[src/rtl/toggle_bank_arbiter_if.sv]
// Requester/bank-side bundle for toggle_bank_arbiter.
//   req      : per-requester request level
//   mask     : per-requester toggle mask, slice i = mask[i*W +: W]
//   ack      : one-cycle completion pulse to the granted requester
//   gnt      : one-hot grant, high from grant until ack inclusive
//   busy     : controller not idle
//   t_data   : T inputs to the bank
//   t_en     : level enable (C) to the bank
//   q_shadow : shadow copy of the bank state
// master = requester/bench side, slave = arbiter side.
interface toggle_bank_arbiter_if #(
    parameter int unsigned N = 4,
    parameter int unsigned W = 8
);
    logic [N-1:0]   req;
    logic [N*W-1:0] mask;
    logic [N-1:0]   ack;
    logic [N-1:0]   gnt;
    logic           busy;
    logic [W-1:0]   t_data;
    logic           t_en;
    logic [W-1:0]   q_shadow;

    modport master (
        output req, mask,
        input  ack, gnt, busy, t_data, t_en, q_shadow
    );

    modport slave (
        input  req, mask,
        output ack, gnt, busy, t_data, t_en, q_shadow
    );
endinterface

[src/rtl/toggle_bank_arbiter.sv]
// Round-robin arbiter and sequencer for a bank of level-sensitive T cells.
// Each grant drives the bank with a setup / pulse(HOLD) / guard sequence so the
// enable is only high while t_data is stable, then acks the requester.
// Ports:
//   clk : rising-edge clock
//   rst : synchronous active-high reset
//   bus : toggle_bank_arbiter_if.slave (req/mask in; ack/gnt/busy/t_data/t_en/q_shadow out)
module toggle_bank_arbiter #(
    parameter int unsigned N    = 4,
    parameter int unsigned W    = 8,
    parameter int unsigned HOLD = 2
) (
    input  logic                  clk,
    input  logic                  rst,
    toggle_bank_arbiter_if.slave  bus
);
    localparam int unsigned IdxW = (N > 1) ? $clog2(N) : 1;
    localparam int unsigned CntW = (HOLD > 1) ? $clog2(HOLD) : 1;
    localparam logic [N-1:0] OneHot0 = N'(1);

    typedef enum logic [2:0] {StIdle, StSetup, StPulse, StGuard, StAck} state_e;

    state_e          state_q;
    logic [IdxW-1:0] ptr_q;
    logic [W-1:0]    mask_q;
    logic [CntW-1:0] cnt_q;
    logic [N-1:0]    ack_q;
    logic [N-1:0]    gnt_q;
    logic [W-1:0]    t_data_q;
    logic            t_en_q;
    logic [W-1:0]    shadow_q;

    // Winner search: first set req bit at or after ptr_q, wrapping modulo N.
    logic            found;
    logic [IdxW-1:0] win;
    logic [W-1:0]    win_mask;
    int unsigned     cand;

    always_comb begin
        found = 1'b0;
        win   = ptr_q;
        cand  = 0;
        for (int unsigned k = 0; k < N; k++) begin
            cand = (int'(ptr_q) + k) % N;
            if (!found && bus.req[cand]) begin
                found = 1'b1;
                win   = IdxW'(cand);
            end
        end
        win_mask = bus.mask[win*W +: W];
    end

    // All outputs are registered: each is set on the transition into the
    // state in which it must be visible.
    always_ff @(posedge clk) begin
        if (rst) begin
            state_q  <= StIdle;
            ptr_q    <= '0;
            mask_q   <= '0;
            cnt_q    <= '0;
            ack_q    <= '0;
            gnt_q    <= '0;
            t_data_q <= '0;
            t_en_q   <= 1'b0;
            shadow_q <= '0;
        end else begin
            unique case (state_q)
                StIdle: begin
                    ack_q <= '0;
                    if (found) begin
                        gnt_q  <= OneHot0 << win;
                        mask_q <= win_mask;
                        ptr_q  <= (win == IdxW'(N - 1)) ? '0 : win + 1'b1;
                        if (win_mask == '0) begin
                            // Nothing to toggle: skip the bank sequence.
                            ack_q   <= OneHot0 << win;
                            state_q <= StAck;
                        end else begin
                            t_data_q <= win_mask;
                            state_q  <= StSetup;
                        end
                    end
                end
                StSetup: begin
                    t_en_q  <= 1'b1;
                    cnt_q   <= CntW'(HOLD - 1);
                    state_q <= StPulse;
                end
                StPulse: begin
                    if (cnt_q == '0) begin
                        // Enable falls while t_data still holds the mask.
                        t_en_q   <= 1'b0;
                        shadow_q <= shadow_q ^ mask_q;
                        state_q  <= StGuard;
                    end else begin
                        cnt_q <= cnt_q - 1'b1;
                    end
                end
                StGuard: begin
                    t_data_q <= '0;
                    ack_q    <= gnt_q;
                    state_q  <= StAck;
                end
                StAck: begin
                    ack_q   <= '0;
                    gnt_q   <= '0;
                    state_q <= StIdle;
                end
                default: state_q <= StIdle;
            endcase
        end
    end

    assign bus.ack      = ack_q;
    assign bus.gnt      = gnt_q;
    assign bus.busy     = (state_q != StIdle);
    assign bus.t_data   = t_data_q;
    assign bus.t_en     = t_en_q;
    assign bus.q_shadow = shadow_q;
endmodule

[src/flat_wrapper.sv]
// flat-port wrapper written by rule: the top's interface ports become plain ports
module toggle_bank_arbiter_flat 
#(
    parameter int unsigned N    = 4,
    parameter int unsigned W    = 8,
    parameter int unsigned HOLD = 2
)
  (clk, rst, bus_req, bus_mask, bus_ack, bus_gnt, bus_busy, bus_t_data, bus_t_en, bus_q_shadow);
  toggle_bank_arbiter_if #(.N(N), .W(W)) bus_i ();
  input  logic clk;
  input  logic rst;
  input wire logic [$bits(bus_i.req)-1:0] bus_req;
  input wire logic [$bits(bus_i.mask)-1:0] bus_mask;
  output wire logic [$bits(bus_i.ack)-1:0] bus_ack;
  output wire logic [$bits(bus_i.gnt)-1:0] bus_gnt;
  output wire logic [$bits(bus_i.busy)-1:0] bus_busy;
  output wire logic [$bits(bus_i.t_data)-1:0] bus_t_data;
  output wire logic [$bits(bus_i.t_en)-1:0] bus_t_en;
  output wire logic [$bits(bus_i.q_shadow)-1:0] bus_q_shadow;
  assign bus_i.req = bus_req;
  assign bus_i.mask = bus_mask;
  assign bus_ack = bus_i.ack;
  assign bus_gnt = bus_i.gnt;
  assign bus_busy = bus_i.busy;
  assign bus_t_data = bus_i.t_data;
  assign bus_t_en = bus_i.t_en;
  assign bus_q_shadow = bus_i.q_shadow;
  toggle_bank_arbiter #(.N(N), .W(W), .HOLD(HOLD)) u_core (.clk(clk), .rst(rst), .bus(bus_i));
endmodule
[config.mk]
export PLATFORM = sky130hd
export DESIGN_NAME = toggle_bank_arbiter_flat
export DESIGN_NICKNAME = d
export VERILOG_FILES = /design/src/rtl/toggle_bank_arbiter_if.sv /design/src/rtl/toggle_bank_arbiter.sv /design/src/flat_wrapper.sv
export SDC_FILE = /design/constraint.sdc
export NUM_CORES = 1
export LEC_CHECK = 0
export CORE_UTILIZATION = 51
export DETAILED_ROUTE_END_ITERATION = 10
export DONT_BUFFER_PORTS = 1
export GPL_TIMING_DRIVEN = 0
export PLACE_DENSITY = 0.68
export SLEW_MARGIN = 20
export SYNTH_ARGS = -nofsm -noshare
export SYNTH_HDL_FRONTEND = slang
export SYNTH_SLANG_ARGS = --single-unit
[constraint.sdc]
create_clock -name clk -period 5.1 [get_ports clk]
set_input_delay 0.51 -clock clk [delete_from_list [all_inputs] [get_ports clk]]
set_output_delay 0.51 -clock clk [all_outputs]
set_load 0.02 [all_outputs]
==> results_dict.tcl, run 1 <==
set metrics [dict create \
    outcome "finished clean" \
    synth_cells 283 \
    seq_area_frac_synth_pct 37.0 \
    dr.first_iter.drc_count 83 \
    holdWs_ns 0.456 \
    max_freq_ghz 0.383 \
    grt_pass1_wl_um 8060 \
    powerDensity_nw_per_um2 622 \
    pin_count 64 \
    grt_max_degree 14 \
    worstSetupStartpointType "register" \
    antenna_cells 0 \
    seq_area_um2 781 \
    finalMaxSlewViolations 0 \
    crit_path_start "u_core.ptr_q[1]" \
    post_cts_resized 0 \
    num_rows 23 \
    fin_util_pct 57.1 \
    tns_ns 0 \
    critPathKind "reg2reg" \
    antenna_found_initial 0 \
    leakagePower_uw 0.000866 \
    tightest_slew_ns 0.804 \
    peakVddDrop_uv 282 \
    fillers 386 \
    syn_nets 325 \
    grt_remaining_overflow 0 \
    post-route-drc-count 0 \
    hold_start "u_core.mask_q[1]" \
    finalSetupViolCount 0 \
    arrival_ns 2.80 \
    hold_violations 0 \
    fin_worst_skew_ns 0.00890 \
    yosysWarnings 0 \
    die_y_um 66.3 \
    cts_root_buf "clkbuf_8" \
    grt_use_total_pct 24.1 \
    io_buffer_count 0 \
    cp_max_fo 10 \
    vias 2003 \
    r2r-start "u_core.ptr_q[1]" \
    design_area_um2 2290 \
    dr.pass1.iters 4 \
    syn_area_per_cell_um2 7.46 \
    coreArea_um2 4000 \
    synthToLayoutAreaGrowth_pct 8.30 \
    dieArea_um2 4400 \
    slew_headroom_pct 46.4 \
    die_x_um 66.3 \
    routedWlPerCell_um 14.6 \
    routabilityCongestion 0.845 \
    postRouteAntennaNets 0 \
    dp_hpwl_um 3790 \
    synth-seq-cells 39 \
    routed_wl_um 4980 \
    final_common_cell "nand2_1" \
    hold_buffers 0 \
    placed_area_um2 2170 \
    drive_above_1_share_pct 6.53 \
    vias_per_cell 5.87 \
    clockBufferDepth 2 \
    multiInputGateArea_um2 1220 \
    clkTransAtPathRegs_ns 0.08 \
    ys_types 36 \
    hold_path_class "reg2reg" \
    clk_latency_ns 0.29 \
    final_nets 332 \
    cts_buffers 5 \
    maxCapViolations 0 \
    numClockSinks 39 \
    cts_setup_buffers 0 \
    end_kind "register" \
    mostFrequentLayoutCells "nand2_1, nand3_1, dfxtp_1, o21ai_0, nor2_1" \
    worstPathRequired_ns 5.29 \
    start_util_pct 52.8 \
    fin_crit_sh_pct 51.2 \
    period_needed_ns 2.61 \
    rsz0062_at_grt "false" \
    htree_levels 2 \
    syn_area_um2 2110 \
    p_total_uw 1420 \
    grt_pass1_vias 1843 \
    cts_tree "done" \
]
==> layout make-up <==
cell class | count | area share [%]
sequential | 39 | 34.2
clock buffer | 5 | 3.01
buffer | 19 | 3.67
multi-input combinational | 217 | 53.2
inverter | 8 | 1.31
clock inverter | 3 | 1.92
tap | 50 | 2.74
==> cell usage after synthesis <==
master,n,area (um^2)
a22o_1,1,8.76
nand4_2,1,12.5
xor2_1,8,70.1
nor2b_1,6,37.5
dfxtp_1,39,781
nand2b_1,3,18.8
o21a_1,1,7.51
o32ai_1,5,43.8
or4_1,1,7.51
nand2_1,44,165
buf_2,4,20.0
o21ai_0,34,170
a22oi_1,9,67.6
and3b_1,1,8.76
o21ai_1,1,5.00
nor2_1,20,75.1
nand3_2,1,10.0
o22ai_1,1,6.26
or3_1,1,6.26
buf_1,1,3.75
a2bb2oi_1,8,70.1
a21oi_1,15,75.1
a21o_1,1,7.51
a22oi_2,3,37.5
a211oi_1,1,7.51
nor4_1,1,6.26
ha_1,4,50.1
buf_6,1,11.3
and2_1,1,6.26
inv_1,7,26.3
o221a_2,1,11.3
clkinv_1,1,3.75
clkbuf_1,13,48.8
nand3_1,40,200
xnor2_1,1,8.76
nor3_1,3,15.0
==> cell families (layout without fill, tap and decap cells) <==
kind of cell | Yosys count | in the layout | synth area share [%]
flops | 39 | 39 | 37.0
buf+inv | 27 | 35 | 5.39
fa+ha+maj | 4 | 4 | 2.37
simple gates | 123 | 123 | 27.0
compound gates | 81 | 81 | 24.5
xor+xnor | 9 | 9 | 3.73
==> metrics by stage <==
stage	setup WS, ns	std cells
global placement	2.41	333
floorplan	2.67	283
detailed placement	2.40	333
global route	2.13	341
finish	2.49	341
CTS	2.51	341
==> worst max-delay path: stages (launching register included) <==
cell and delay, ns:
dfxtp_1 0.30, buf_2 0.15, and3b_1 0.19, or4_1 0.41, buf_2 0.19, buf_6 0.15
nand3_1 0.08, nand3_1 0.15, a22oi_2 0.21, nand4_2 0.22, buf_2 0.24, a22o_1 0.23
==> where the power goes <==
part / internal (uW) / total, uW / switching, uW
logic: 233 / 643 / 410
clock network: 146 / 255 / 109
registers: 401 / 525 / 124
==> final timing paths <==
path                             to  slack (ns)  cells after the start
setup / recovery  u_core.state_q[0]        2.49                     11
hold / removal     u_core.mask_q[1]        0.46                      2
setup reg to reg  u_core.state_q[0]        2.49                     11
hold reg to reg    u_core.mask_q[1]        0.46                      2
==> routing by layer <==
metal  global-route usage [%]  vias to the layer above  part of all wire, %
met3                     6.72                        9                  6.3
met1                     28.3                      925                   43
met2                     41.7                       52                   49
li1                         -                     1017                    -
met4                     7.98                        0                  1.8
met5                        0                        -                    0
==> sequential cells by signal, summed over array words and instances, names as in the netlist <==
signal               count
u_core.bus.q_shadow      8
u_core.bus.t_data        8
u_core.mask_q            8
u_core.bus.ack           4
u_core.bus.gnt           4
u_core.state_q           3
u_core.ptr_q             2
u_core.bus.t_en          1
u_core.cnt_q             1
No activity file was read; power rests on OpenSTA's default activity.
==> run 2: changes to the inputs <==
clock period = 2.7 ns   (was 5.1 ns; I/O delays follow)
==> run 2 against run 1 <==
Effect of this change:
- setup slack lost 2.4 ns
- flip-flop and latch count stayed put
- largest cell class unchanged
- total power is 92% higher
==> results_dict.tcl, run 2 (synthesized netlist as in run 1, its figures left out) <==
set metrics [dict create \
    outcome "finished clean" \
    max_freq_ghz 0.389 \
    htree_levels 2 \
    vias_per_cell 5.94 \
    grt_remaining_overflow 0 \
    grt_max_degree 14 \
    post_cts_resized 0 \
    final_cells 341 \
    clockBufferDepth 2 \
    final_nets 332 \
    clk_latency_ns 0.29 \
    cts_buffers 5 \
    clkTransAtPathRegs_ns 0.08 \
    rsz0062_at_grt "false" \
    arrival_ns 2.76 \
    routed_wl_um 5140 \
    critPathKind "reg2reg" \
    fin_worst_skew_ns 0.00866 \
    hold_path_class "in2reg" \
    num_rows 23 \
    dp_hpwl_um 3790 \
    worstSetupStartpointType "register" \
    critPathSlowestCell "or4_1" \
    cp_max_fo 10 \
    fin_crit_sh_pct 95.3 \
    dr.pass1.iters 4 \
    vias 2026 \
    io_buffer_count 0 \
    cts_tree "done" \
    powerDensity_nw_per_um2 1170 \
    slew_headroom_pct 48.6 \
    routabilityCongestion 0.845 \
    postRouteAntennaNets 0 \
    p_total_uw 2730 \
    synthToLayoutAreaGrowth_pct 10.1 \
    numClockSinks 39 \
    hold_buffers 0 \
    hold_violations 0 \
    mostFrequentLayoutCells "nand2_1, dfxtp_1, nand3_1, o21ai_0, nor2_1" \
    die_x_um 66.3 \
    tns_ns 0 \
    drive_above_1_share_pct 7.90 \
    dr.first_iter.drc_count 97 \
    crit_family "simple AND/OR/NAND/NOR gates" \
    finalMaxSlewViolations 0 \
    design_area_um2 2320 \
    antenna_cells 0 \
    end_kind "register" \
    dieArea_um2 4400 \
    routedWlPerCell_um 15.1 \
    seq_area_um2 781 \
    crit_chain "buf_2, and3b_1, or4_1, buf_4, buf_6, nand3_1, nand3_1, a22oi_2, nand4_4, buf_6, a22o_1" \
    cp_slowest_stage_delay_ns 0.42 \
    holdWs_ns 0.344 \
    dp.cells 333 \
    pin_count 64 \
    fillers 387 \
    crit_buf_inv 4 \
    tightest_slew_ns 0.771 \
    leakagePower_uw 0.000876 \
    cts_root_buf "clkbuf_8" \
    grt_pass1_vias 1843 \
    final_common_cell "nand2_1" \
    start_util_pct 52.8 \
    period_needed_ns 2.57 \
    cts_setup_buffers 0 \
    die_y_um 66.3 \
    grt_use_total_pct 24.1 \
    antenna_found_initial 0 \
    coreArea_um2 4000 \
    finalSetupViolCount 0 \
    multiInputGateArea_um2 1250 \
    worstPathRequired_ns 2.89 \
    peakVddDrop_uv 529 \
    placed_area_um2 2170 \
    maxCapViolations 0 \
    grt_pass1_wl_um 8060 \
    post-route-drc-count 0 \
]
[run 2: cell type report]
| type | count | area share, % |
|---|---|---|
| flip-flops and latches | 39 | 33.6 |
| inverters | 8 | 1.29 |
| plain buffers | 19 | 3.98 |
| clock buffers | 5 | 2.96 |
| well taps | 50 | 2.69 |
| multi-input cells | 217 | 53.6 |
| clock inverters | 3 | 1.88 |
[run 2: worst register-to-register path, delay by kind of cell (launching register included)]
family          cells  cell delay, ns
buf+inv             4            0.65
compound gates      2            0.46
flops               1            0.30
simple gates        5            1.06
[run 2: worst paths after layout]
check / start / to / slack, ns / cells after the start
setup / recovery: u_core.ptr_q[1] / u_core.state_q[0] / 0.13 / 11
hold / removal: rst / u_core.state_q[0] / 0.34 / 3
setup reg to reg: u_core.ptr_q[1] / u_core.state_q[0] / 0.13 / 11
hold reg to reg: u_core.mask_q[1] / u_core.mask_q[1] / 0.46 / 2
[run 2: stage by stage]
stage                     utilization [%]  setup slack [ns]
after floorplan                         -             0.406
after global placement               54.3             0.127
after detailed placement             54.3             0.117
after CTS                            57.1             0.105
after global routing                 58.1          0.000275
final                                58.1             0.127
[run 2: per-layer routing]
layer  global-route usage [%]  up-vias  wire length (um)
li1                         -     1020                 -
met1                     28.3      943              2150
met2                     41.7       55              2570
met3                     6.72        8               327
met4                     7.98        0                89
met5                        0        -                 0
[run 2: power by group]
group | switching (uW) | total [uW] | internal, uW | leakage (uW)
Combinational | 806 | 1260 | 451 | 0.000499
Sequential | 234 | 991 | 757 | 0.000319
Clock | 206 | 481 | 275 | 0.0000581
